$ cat src/rtl/prog_ctr_rs_pkg.sv
// Shared types for the fetch-stage program counter: the per-cycle operation
// and the priority decode that picks it from the control flags.
package prog_ctr_rs_pkg;

    typedef enum logic [2:0] {
        OP_HOLD,
        OP_INC,
        OP_BR_ABS,
        OP_BR_REL,
        OP_CALL,
        OP_RET,
        OP_ILLEGAL
    } pc_op_e;

    // Stall wins over everything except reset; call/ret may not be combined
    // with each other or with a branch.
    function automatic pc_op_e decode_op(input logic stall, input logic branch,
                                         input logic rel, input logic call,
                                         input logic ret);
        pc_op_e op;
        if (stall)
            op = OP_HOLD;
        else if ((call && ret) || ((call || ret) && branch))
            op = OP_ILLEGAL;
        else if (ret)
            op = OP_RET;
        else if (call)
            op = OP_CALL;
        else if (branch)
            op = rel ? OP_BR_REL : OP_BR_ABS;
        else
            op = OP_INC;
        return op;
    endfunction

endpackage

$ cat src/rtl/prog_ctr_rs_if.sv
// Control/status bundle between fetch control decode and the program counter.
interface prog_ctr_rs_if #(
    parameter int PC_W = 9
);
    logic            stall;
    logic            branch;
    logic            rel;
    logic            call;
    logic            ret;
    logic [PC_W-1:0] target;
    logic [PC_W-1:0] prog_ctr;
    logic            ras_empty;
    logic            ras_full;
    logic            fault;

    modport master (
        output stall, branch, rel, call, ret, target,
        input  prog_ctr, ras_empty, ras_full, fault
    );

    modport slave (
        input  stall, branch, rel, call, ret, target,
        output prog_ctr, ras_empty, ras_full, fault
    );
endinterface

$ cat src/rtl/prog_ctr_rs_ret_stack.sv
// Return-address stack: register array plus occupancy count. The parent
// guarantees push and pop are never asserted in the same cycle.
module prog_ctr_rs_ret_stack #(
    parameter int W     = 9,
    parameter int DEPTH = 4
) (
    input  logic         clk,
    input  logic         start,
    input  logic         push,
    input  logic         pop,
    input  logic [W-1:0] push_data,
    output logic [W-1:0] top,
    output logic         empty,
    output logic         full
);
    localparam int CW = $clog2(DEPTH + 1);

    logic [W-1:0]  mem_reg [DEPTH];
    logic [W-1:0]  masked  [DEPTH];
    logic [CW-1:0] count_reg;

    assign empty = (count_reg == '0);
    assign full  = (count_reg == CW'(DEPTH));

    always_ff @(posedge clk) begin
        if (start) begin
            count_reg <= '0;
        end else if (push && !full) begin
            count_reg <= count_reg + CW'(1);
        end else if (pop && !empty) begin
            count_reg <= count_reg - CW'(1);
        end
    end

    // Entries are not cleared on start; the count alone decides what is live.
    always_ff @(posedge clk) begin
        for (int i = 0; i < DEPTH; i++) begin
            if (!start && push && !full && count_reg == CW'(i))
                mem_reg[i] <= push_data;
        end
    end

    // Only the entry at count-1 survives the mask, so an empty stack reads 0.
    genvar gi;
    generate
        for (gi = 0; gi < DEPTH; gi++) begin : g_top_sel
            assign masked[gi] = (count_reg == CW'(gi + 1)) ? mem_reg[gi] : '0;
        end
    endgenerate

    always_comb begin
        top = '0;
        for (int i = 0; i < DEPTH; i++)
            top = top | masked[i];
    end

endmodule

$ cat src/rtl/prog_ctr_rs.sv
// Fetch-stage program counter with increment, stall, absolute/relative
// branch and call/return through a return-address stack; faults are sticky.
module prog_ctr_rs
    import prog_ctr_rs_pkg::*;
#(
    parameter int PC_W       = 9,
    parameter int RAS_DEPTH  = 4,
    parameter int START_ADDR = 0
) (
    input  logic          clk,
    input  logic          start,
    prog_ctr_rs_if.slave  bus
);
    logic [PC_W-1:0] pc_reg, pc_next;
    logic            fault_reg, fault_next;
    logic            push, pop;
    logic [PC_W-1:0] ras_top;
    logic            ras_empty, ras_full;
    pc_op_e          op;

    assign op = decode_op(bus.stall, bus.branch, bus.rel, bus.call, bus.ret);

    always_comb begin
        pc_next    = pc_reg;
        fault_next = fault_reg;
        push       = 1'b0;
        pop        = 1'b0;
        case (op)
            OP_HOLD:    ;
            OP_ILLEGAL: fault_next = 1'b1;
            OP_RET: begin
                if (ras_empty) begin
                    fault_next = 1'b1;
                end else begin
                    pc_next = ras_top;
                    pop     = 1'b1;
                end
            end
            OP_CALL: begin
                if (ras_full) begin
                    fault_next = 1'b1;
                end else begin
                    pc_next = bus.target;
                    push    = 1'b1;
                end
            end
            OP_BR_ABS: pc_next = bus.target;
            // Two's-complement add at PC_W bits wraps in both directions.
            OP_BR_REL: pc_next = pc_reg + bus.target;
            default:   pc_next = pc_reg + PC_W'(1);
        endcase
    end

    always_ff @(posedge clk) begin
        if (start) begin
            pc_reg    <= PC_W'(START_ADDR);
            fault_reg <= 1'b0;
        end else begin
            pc_reg    <= pc_next;
            fault_reg <= fault_next;
        end
    end

    prog_ctr_rs_ret_stack #(
        .W     (PC_W),
        .DEPTH (RAS_DEPTH)
    ) u_ret_stack (
        .clk       (clk),
        .start     (start),
        .push      (push),
        .pop       (pop),
        .push_data (pc_reg + PC_W'(1)),
        .top       (ras_top),
        .empty     (ras_empty),
        .full      (ras_full)
    );

    assign bus.prog_ctr  = pc_reg;
    assign bus.ras_empty = ras_empty;
    assign bus.ras_full  = ras_full;
    assign bus.fault     = fault_reg;

endmodule

$ cat src/flat_wrapper.sv
// flat-port wrapper written by rule: the top's interface ports become plain ports
module prog_ctr_rs_flat import prog_ctr_rs_pkg::*;
#(
    parameter int PC_W       = 9,
    parameter int RAS_DEPTH  = 4,
    parameter int START_ADDR = 0
)
  (clk, start, bus_stall, bus_branch, bus_rel, bus_call, bus_ret, bus_target, bus_prog_ctr, bus_ras_empty, bus_ras_full, bus_fault);
  prog_ctr_rs_if #(.PC_W(PC_W)) bus_i ();
  input  logic clk;
  input  logic start;
  input wire logic [$bits(bus_i.stall)-1:0] bus_stall;
  input wire logic [$bits(bus_i.branch)-1:0] bus_branch;
  input wire logic [$bits(bus_i.rel)-1:0] bus_rel;
  input wire logic [$bits(bus_i.call)-1:0] bus_call;
  input wire logic [$bits(bus_i.ret)-1:0] bus_ret;
  input wire logic [$bits(bus_i.target)-1:0] bus_target;
  output wire logic [$bits(bus_i.prog_ctr)-1:0] bus_prog_ctr;
  output wire logic [$bits(bus_i.ras_empty)-1:0] bus_ras_empty;
  output wire logic [$bits(bus_i.ras_full)-1:0] bus_ras_full;
  output wire logic [$bits(bus_i.fault)-1:0] bus_fault;
  assign bus_i.stall = bus_stall;
  assign bus_i.branch = bus_branch;
  assign bus_i.rel = bus_rel;
  assign bus_i.call = bus_call;
  assign bus_i.ret = bus_ret;
  assign bus_i.target = bus_target;
  assign bus_prog_ctr = bus_i.prog_ctr;
  assign bus_ras_empty = bus_i.ras_empty;
  assign bus_ras_full = bus_i.ras_full;
  assign bus_fault = bus_i.fault;
  prog_ctr_rs #(.PC_W(PC_W), .RAS_DEPTH(RAS_DEPTH), .START_ADDR(START_ADDR)) u_core (.clk(clk), .start(start), .bus(bus_i));
endmodule
$ cat config.mk
export PLATFORM = sky130hd
export DESIGN_NAME = prog_ctr_rs_flat
export DESIGN_NICKNAME = d
export VERILOG_FILES = /design/src/rtl/prog_ctr_rs_pkg.sv /design/src/rtl/prog_ctr_rs_if.sv /design/src/rtl/prog_ctr_rs_ret_stack.sv /design/src/rtl/prog_ctr_rs.sv /design/src/flat_wrapper.sv
export SDC_FILE = /design/constraint.sdc
export NUM_CORES = 1
export LEC_CHECK = 0
export BUFFER_PORTS_ARGS = -buffer_cell sky130_fd_sc_hd__buf_4
export CORE_ASPECT_RATIO = 1.2
export CORE_MARGIN = 10
export CORE_UTILIZATION = 45
export DETAILED_ROUTE_END_ITERATION = 10
export GPL_TIMING_DRIVEN = 1
export PLACE_DENSITY = 0.61
export SLEW_MARGIN = 20
export SYNTH_ARGS = -nofsm -noshare
export SYNTH_HDL_FRONTEND = slang
export SYNTH_SLANG_ARGS = --single-unit
$ cat constraint.sdc
create_clock -name clk -period 6 [get_ports clk]
set_input_delay 0 -clock clk [delete_from_list [all_inputs] [get_ports clk]]
set_output_delay 0 -clock clk [all_outputs]
set_load 0.02 [all_outputs]
==> summary.txt, run 1 <==
Outcome
  – Status: completed

Worst setup path
  – Critical Path Slowest Stage Cell: nor4b_2
  – Critical path fanouts, max: 12
  – CP arrival: roughly 2.4 ns
  – Worst path cell trace: inv_1 > ha_1 > and2_1 > nor4b_2
  – Critical path endpoint category: register
  – CP peak stage delay: approximately 0.91 ns
  – Worst Path Required: just under 6 ns
  – Kind of critical path: reg2reg
  – CP Launch Type: register

STA
  – Setup tns final: 0 ns
  – RSZ-0062 raised after global routing: false
  – Final Hold Vio Count: 0
  – Final hold slack: roughly 0.008 ns
  – Clock skew: between 0.002 and 0.003 ns
  – Achievable Freq: between 400 and 500 MHz
  – Final Cycle Share: 0.416
  – Final Setup Violations: 0
  – Slew headroom: 0.335
  – Min Tclk post-route: 2.49 ns
  – Final Max Slew Viols: 0
  – Worst slew pin tran: roughly 0.99 ns

Global route
  – GRT Total Usage: 0.133
  – Global-route wire length before repair: between 10 and 15 mm
  – Vias in the first global route: 2,080
  – Largest net degree at the start of global routing: 16
  – Gr ovfl total: 0
  – Initial antenna violation count: 0

Die
  – DIE HEIGHT: approximately 110 um
  – Die width: just over 90 um
  – Row cnt: 31
  – Core area: 6050 sq um
  – Die area: a little under 10,000 sq um
  – Number of I/O pins: 28
  – Initial core utilization: 0.465

Yosys
  – Async SR Flop Fraction: 0
  – Synth Instances: ~250
  – Avg Inst Size Synth: roughly 11 sq um
  – Post-synth net total: 285
  – YS warnings: 0
  – Most used flip-flop cell after synthesis: edfxtp_1
  – Synth Register Bits: 49
  – Mapped Area: between 2000 and 3000 sq um
  – Synth cell types: 56
  – Sequential area share after synthesis: 0.476
  – EDFF count, synth: 36

Clocking
  – Post-CTS Repair Setup Buffers: 0
  – Clock transition at the registers of the reported paths: about 0.090 ns
  – Clk_lat worst skew: around 0.29 ns
  – Clock buffer depth: 2
  – H-tree depth: 2
  – Post-cts resize count: 0
  – CTS tree: built
  – CTS Hold Bufs: 0
  – Num CTS Buffers: 5
  – Root Buffer: clkbuf_8
  – Clk sinks: 49

Routing
  – DRC: 0
  – Drt total wl: roughly 6.7 mm
  – Routed vias: 2,145
  – Vias/cell: between 6 and 7
  – Post-DR wirelength/cell: roughly 19 um
  – DR iter-0 viols: roughly 180
  – Antenna Nets Post-Route: 0
  – Pre-Repair DR Iteration Count: 7

Power
  – Leakage power total: about 1.1 nW
  – Total power: around 0.00076 W
  – Worst vdd ir: roughly 0.097 mV
  – PD cells: around 240 nW/um^2

Place
  – Placed cells: roughly 350
  – RePlAce Congestion: 0.785
  – Port-buffer cells: 27
  – Hpwl dp: between 5 and 6 mm

Finish
  – Layout filler cell count: a little under 600
  – Most common cell after layout, fill and taps aside: edfxtp_1
  – Core Util, Final: 0.519
  – Proportion of layout cells with a drive suffix above 1: 0.167
  – Total Nets Final: 306
  – Final antenna diode count: 0
  – Post-Layout Cell Count: 357
  – Multi-input logic area: approximately 1400 sq um
  – Register area: between 1000 and 1500 sq um
  – Most frequent cells in the layout: edfxtp_1, buf_4, a21oi_1
  – Area grow syn2layout: 11.6%
  – Max FFs per register: 36

Flow run
  – Max Cap Viol: 0

Min path
  – Tightest Hold Check Type: in2reg
[power by group]
group	internal (W)	total, W	leakage (nW)	switching [W]
clock	0.0000806	0.000188	0.0439	0.000107
sequential	0.000374	0.000387	0.427	0.0000132
combinational	0.0000767	0.000187	0.672	0.000111
[cell families (layout without fill, tap and decap cells)]
kind of cell / Yosys count / count (layout) / synth area share
simple gates: 65 / 65 / 0.125
mux: 3 / 3 / 0.0116
xor+xnor: 14 / 14 / 0.0436
flops: 49 / 49 / 0.476
compound gates: 84 / 84 / 0.229
buf+inv: 21 / 43 / 0.0369
fa+ha+maj: 17 / 17 / 0.0773
[Yosys cell counts (2+ instances only)]
cell       instances  share of area
edfxtp_1          36           0.38
a21oi_1           19          0.034
nor2_1            16          0.021
ha_1              15          0.067
dfxtp_1           13          0.092
nand2_1           12          0.016
a221oi_1           8          0.025
xnor2_1            8          0.025
a22oi_1            7          0.019
o21ai_0            7          0.012
a211oi_1           6          0.016
a222oi_1           6          0.021
a22o_1             6          0.019
inv_1              6         0.0080
nand3_1            6          0.011
nor3_1             6          0.011
xor2_1             6          0.019
a21o_1             5          0.013
buf_2              5         0.0089
clkbuf_1           5         0.0067
and2_1             4         0.0089
and3_1             4         0.0089
nor2b_1            3         0.0067
o221ai_1           3         0.0093
o2bb2ai_1          3         0.0093
a2111oi_0          2         0.0062
a221o_1            2         0.0071
buf_6              2         0.0080
mux2_2             2         0.0080
nor3b_1            2         0.0053
or2_2              2         0.0044
or4b_1             2         0.0071
[metrics by stage]
step / cell area [sq um] / worst slack (ns)
2_1_floorplan: 2820 / 3.39
3_3_place_gp: 3060 / 3.58
3_5_place_dp: 3060 / 3.49
4_1_cts: 3140 / 3.48
5_1_grt: 3140 / 3.34
6_report: 3140 / 3.51
[critical path: cells and delay by family (launching register included)]
| kind | cells | cell delay [ns] |
|---|---|---|
| fa+ha+maj | 1 | 0.31 |
| buf+inv | 1 | 0.11 |
| flops | 1 | 0.43 |
| simple gates | 2 | 1.27 |
[final cells by class]
type | count | area share
Clock inverter | 3 | 0.00557
Sequential cell | 49 | 0.427
Tap cell | 82 | 0.0326
Timing Repair Buffer | 28 | 0.0669
Multi-Input combinational cell | 183 | 0.438
Clock buffer | 5 | 0.0219
Inverter | 7 | 0.00836
[final timing paths]
kind / startpoint / to / slack [ns] / cells after the start
min: start / u_core.u_ret_stack.count_reg[0] / 0.008 / 2
min reg2reg: u_core.bus.fault / u_core.bus.fault / 0.49 / 2
max reg2reg: u_core.u_ret_stack.count_reg[1] / u_core.u_ret_stack.mem_reg[3][8] / 3.51 / 4
max: u_core.u_ret_stack.count_reg[1] / u_core.u_ret_stack.mem_reg[3][8] / 3.51 / 4
[per-layer routing]
layer  share of wire  global-route usage  wire length (um)  vias to the layer above
met5               0                   0                 0                        -
met1            0.45               0.165              3010                     1043
met3           0.029              0.0202               195                        6
met4           0.011              0.0364                76                        0
met2            0.51               0.233              3460                       54
li1                -                   -                 -                     1042
Note: power is estimated with default switching activity, not from simulation.
==> run 2, diff against run 1 <==
--- a/config.mk
+++ b/config.mk
@@ -5,6 +5,7 @@
 export SDC_FILE = /design/constraint.sdc
 export NUM_CORES = 1
 export LEC_CHECK = 0
+export ABC_AREA = 1
 export BUFFER_PORTS_ARGS = -buffer_cell sky130_fd_sc_hd__buf_4
 export CORE_ASPECT_RATIO = 1.2
 export CORE_MARGIN = 10
==> constraint.sdc (replaced) <==
create_clock -name clk -period 2.5 [get_ports clk]
set_input_delay 0 -clock clk [delete_from_list [all_inputs] [get_ports clk]]
set_output_delay 0 -clock clk [all_outputs]
set_load 0.02 [all_outputs]
==> run 2 against run 1 <==
Cell count is 31% higher; maximum frequency increased by 17%; wire length is 6.1% higher; combinational power increased by 39%; clock skew up 0.0083 ns; synthesized cell count increased by 38%; utilization is 2.3 points higher; global-route usage is 1.4 points higher; final area rose by 5.9%; sequential share of layout area fell by 2.4 points; register-to-register slack got worse by 3.1 ns.
==> summary.txt, run 2 <==
Global route
  – Largest net degree at the start of global routing: 21 (+5)
  – Initial antenna violation count: 0 (unchanged)
  – Global-route wire length before repair: 11.7 mm (+8.9%)
  – Gr ovfl total: 0 (unchanged)
  – Vias in the first global route: 2,245 (+7.9%)
  – GRT Total Usage: 0.147 (+0.0143)

Yosys
  – Top cells by area, synth: edfxtp_1, nand2_1, dfxtp_1, ha_1, nand3_1
  – Avg Inst Size Synth: 8.27 sq um (-26%)
  – Post-synth net total: 381 (+34%)
  – Most used flip-flop cell after synthesis: edfxtp_1
  – Post-synth top cells: nand2_1, edfxtp_1, nand3_1
  – Synth Instances: 349 (+38%)
  – Synth top area share: 0.375 (-0.00933)
  – EDFF count, synth: 36 (unchanged)
  – Sequential area share after synthesis: 0.465 (-0.0116)
  – Synth Register Bits: 49 (unchanged)
  – Biggest area consumer among synthesized cells: edfxtp_1
  – Async SR Flop Fraction: 0 (unchanged)
  – Mapped Area: 2890 sq um (+2.5%)
  – Synth cell types: 32 (-43%)
  – YS warnings: 0 (unchanged)
  – Most frequent cell after synthesis: nand2_1

Power
  – Leakage power total: 1.40 nW (+23%)
  – PD cells: 536 nW/um^2 (+120%)
  – Total power: 0.00178 W (+130%)
  – Worst vdd ir: 0.244 mV (+150%)

Die
  – Initial core utilization: 0.471 (+0.00554)
  – Die width: 93.1 um (+0.97%)
  – Die area: 10,000 sq um (+2.0%)
  – Core area: 6130 sq um (+1.3%)
  – Row cnt: 31 (unchanged)
  – Number of I/O pins: 28 (unchanged)
  – DIE HEIGHT: 108 um (+1.0%)

Place
  – RePlAce Congestion: 0.868 (+11%)
  – Port-buffer cells: 27 (unchanged)
  – Hpwl dp: 5.57 mm (+7.3%)

Clocking
  – Post-cts resize count: 0 (unchanged)
  – Clock buffer depth: 2 (unchanged)
  – Root Buffer: clkbuf_8
  – CTS Hold Bufs: 2 (+2)
  – Post-CTS Repair Setup Buffers: 0 (unchanged)
  – Clk sinks: 49 (unchanged)
  – H-tree depth: 2 (unchanged)
  – Num CTS Buffers: 5 (unchanged)
  – Clk_lat worst skew: 0.31 ns (+0.02 ns)
  – Clock transition at the registers of the reported paths: 0.09 ns (about the same)
  – CTS tree: built

Worst setup path
  – CP arrival: 2.14 ns (-0.28 ns)
  – Critical path endpoint category: register
  – Reg-to-Reg Start: u_core.u_ret_stack.count_reg[0]
  – WP buf/inv: 3 (+2)
  – Worst Path Required: 2.52 ns (-3.40 ns)
  – CP Launch Type: register
  – CP peak stage delay: 0.37 ns (-0.54 ns)
  – Kind of critical path: reg2reg
  – Reg2Reg Capture Point: u_core.u_ret_stack.mem_reg[1][3]
  – Critical path fanouts, max: 10 (-2)
  – Critical Path Slowest Stage Cell: dfxtp_1
  – Worst Reg-to-Reg Cells: 8 (+4)
  – Worst path cell trace: inv_1 > ha_1 > nand2_2 > inv_2 > nor2_1 > nand2_1 > nor3_1 > buf_4
  – CP delay by family, top: simple AND/OR/NAND/NOR gates
  – R2r setup slk: 0.38 ns (-3.13 ns)

Routing
  – DRC: 0 (unchanged)
  – Routed wl met2: 3.41 mm (-1.6%)
  – Met3 Wirelength: 382 um (+96%)
  – Drt total wl: 7.16 mm (+6.1%)
  – Met1 Routed Length: 3.23 mm (+7.3%)
  – Vias/cell: 5.15 (-14%)
  – Antenna Nets Post-Route: 0 (unchanged)
  – Routed vias: 2,406 (+12%)
  – DR iter-0 viols: 113 (-38%)
  – Post-DR wirelength/cell: 15.3 um (-19%)
  – Pre-Repair DR Iteration Count: 5 (-2)
  – Top Metal Used: met4

STA
  – Clock skew: 0.0113 ns (+0.00835 ns)
  – Worst slew pin tran: 0.424 ns (-0.571 ns)
  – Slew headroom: 0.716 (+0.381)
  – Final Cycle Share: 0.850 (+0.434)
  – Achievable Freq: 471 MHz (+17%)
  – Setup tns final: 0 ns (unchanged)
  – Final Hold Vio Count: 0 (unchanged)
  – Min Tclk post-route: 2.12 ns (-0.370 ns)
  – Final Setup Violations: 0 (unchanged)
  – Final Max Slew Viols: 0 (unchanged)
  – RSZ-0062 raised after global routing: false

Min path
  – Hold EP: u_core.bus.prog_ctr[0]
  – Tightest Hold Check Type: in2reg
  – Worst Hold Depth: 5 (+3)
  – HP Start: bus_target[0]

Outcome
  – Status: completed

Flow run
  – Max Cap Viol: 0 (unchanged)

Finish
  – Most frequent cells in the layout: nand2_1, edfxtp_1, nand3_1, buf_4, inv_1
  – Register area: 1340 sq um (unchanged)
  – Total Nets Final: 416 (+36%)
  – Most common cell after layout, fill and taps aside: nand2_1
  – Layout filler cell count: 623 (+6.7%)
  – Final antenna diode count: 0 (unchanged)
  – Area grow syn2layout: 15.3%
  – Multi-input logic area: 1360 sq um (-1.5%)
  – Max FFs per register: 36 (unchanged)
  – Proportion of layout cells with a drive suffix above 1: 0.151 (-0.0166)
run 2: cell count changes in the layout (fill, tap and decap cells not counted), sizes merged, moves of 7 or more:
cell,before,now
a221oi,8,0
nand4,1,13
nand2,12,120
inv,6,34
a22oi,7,0
nor2,16,31
nand3,6,35
run 2: cells by family (layout without fill, tap and decap cells):
group                      count (synthesis)  count (layout)  share of synthesized area
and+or+nand+nor                          210             210                      0.328
DFF                                       49              49                      0.465
buffers and inverters                     41              77                     0.0650
AOI/OAI and AO/OA                         27              27                     0.0520
adders and majority gates                 16              16                     0.0720
xor gates and xnor gates                   6               6                     0.0182
run 2: routing by layer:
layer | up-vias | global-route usage
met2 | 65 | 0.235
li1 | 1234 | -
met4 | 0 | 0.0497
met5 | - | 0
met3 | 7 | 0.0202
met1 | 1100 | 0.199
run 2: how the worst max path moves through the flow:
stage	from	end	slack, ns	cells past startpoint
finish	u_core.u_ret_stack.count_reg[0]	u_core.u_ret_stack.mem_reg[1][3]	0.38	8
global route	u_core.u_ret_stack.count_reg[0]	u_core.u_ret_stack.mem_reg[1][4]	0.20	8
CTS	u_core.u_ret_stack.count_reg[0]	u_core.u_ret_stack.mem_reg[1][3]	0.39	8
detailed placement	u_core.u_ret_stack.count_reg[0]	u_core.u_ret_stack.mem_reg[1][3]	0.40	8
global placement	u_core.u_ret_stack.count_reg[0]	u_core.u_ret_stack.mem_reg[2][8]	0.50	8
floorplan	u_core.u_ret_stack.count_reg[0]	u_core.u_ret_stack.mem_reg[2][0]	0.15	7
run 2: cell type report:
type	count	share of cell area
Multi-Input combinational cell	259	0.408
Sequential cell	49	0.403
Timing Repair Buffer	35	0.0805
Inverter	34	0.0391
Tap cell	82	0.0308
Clock buffer	6	0.0282
Clock inverter	2	0.0105
run 2: where the power goes:
| part | internal, W | leakage, nW | switching (W) |
|---|---|---|---|
| Sequential | 0.000885 | 0.426 | 0.0000187 |
| Combinational | 0.0000987 | 0.908 | 0.000160 |
| Clock | 0.000357 | 0.0663 | 0.000263 |
| Total | 0.00134 | 1.40 | 0.000442 |
run 2: worst min-delay path, cell delays in order:
cell and delay [ns]:
buf_4 0.08, nand3_1 0.06, nand3_1 0.10, nor3_2 0.04, nor2_1 0.06
run 2: metrics by stage:
| step | cells | util | instance area (sq um) | worst slack, ns | hold slack (ns) |
|---|---|---|---|---|---|
| after floorplan | 349 | - | 2890 | 0.147 | 0.178 |
| after global placement | 457 | 0.519 | 3180 | 0.505 | 0.278 |
| after detailed placement | 457 | 0.519 | 3180 | 0.402 | 0.284 |
| after CTS | 467 | 0.543 | 3330 | 0.388 | 0.0723 |
| after global routing | 467 | 0.543 | 3330 | 0.198 | 0.0956 |
| final | 467 | 0.543 | 3330 | 0.376 | 0.0663 |
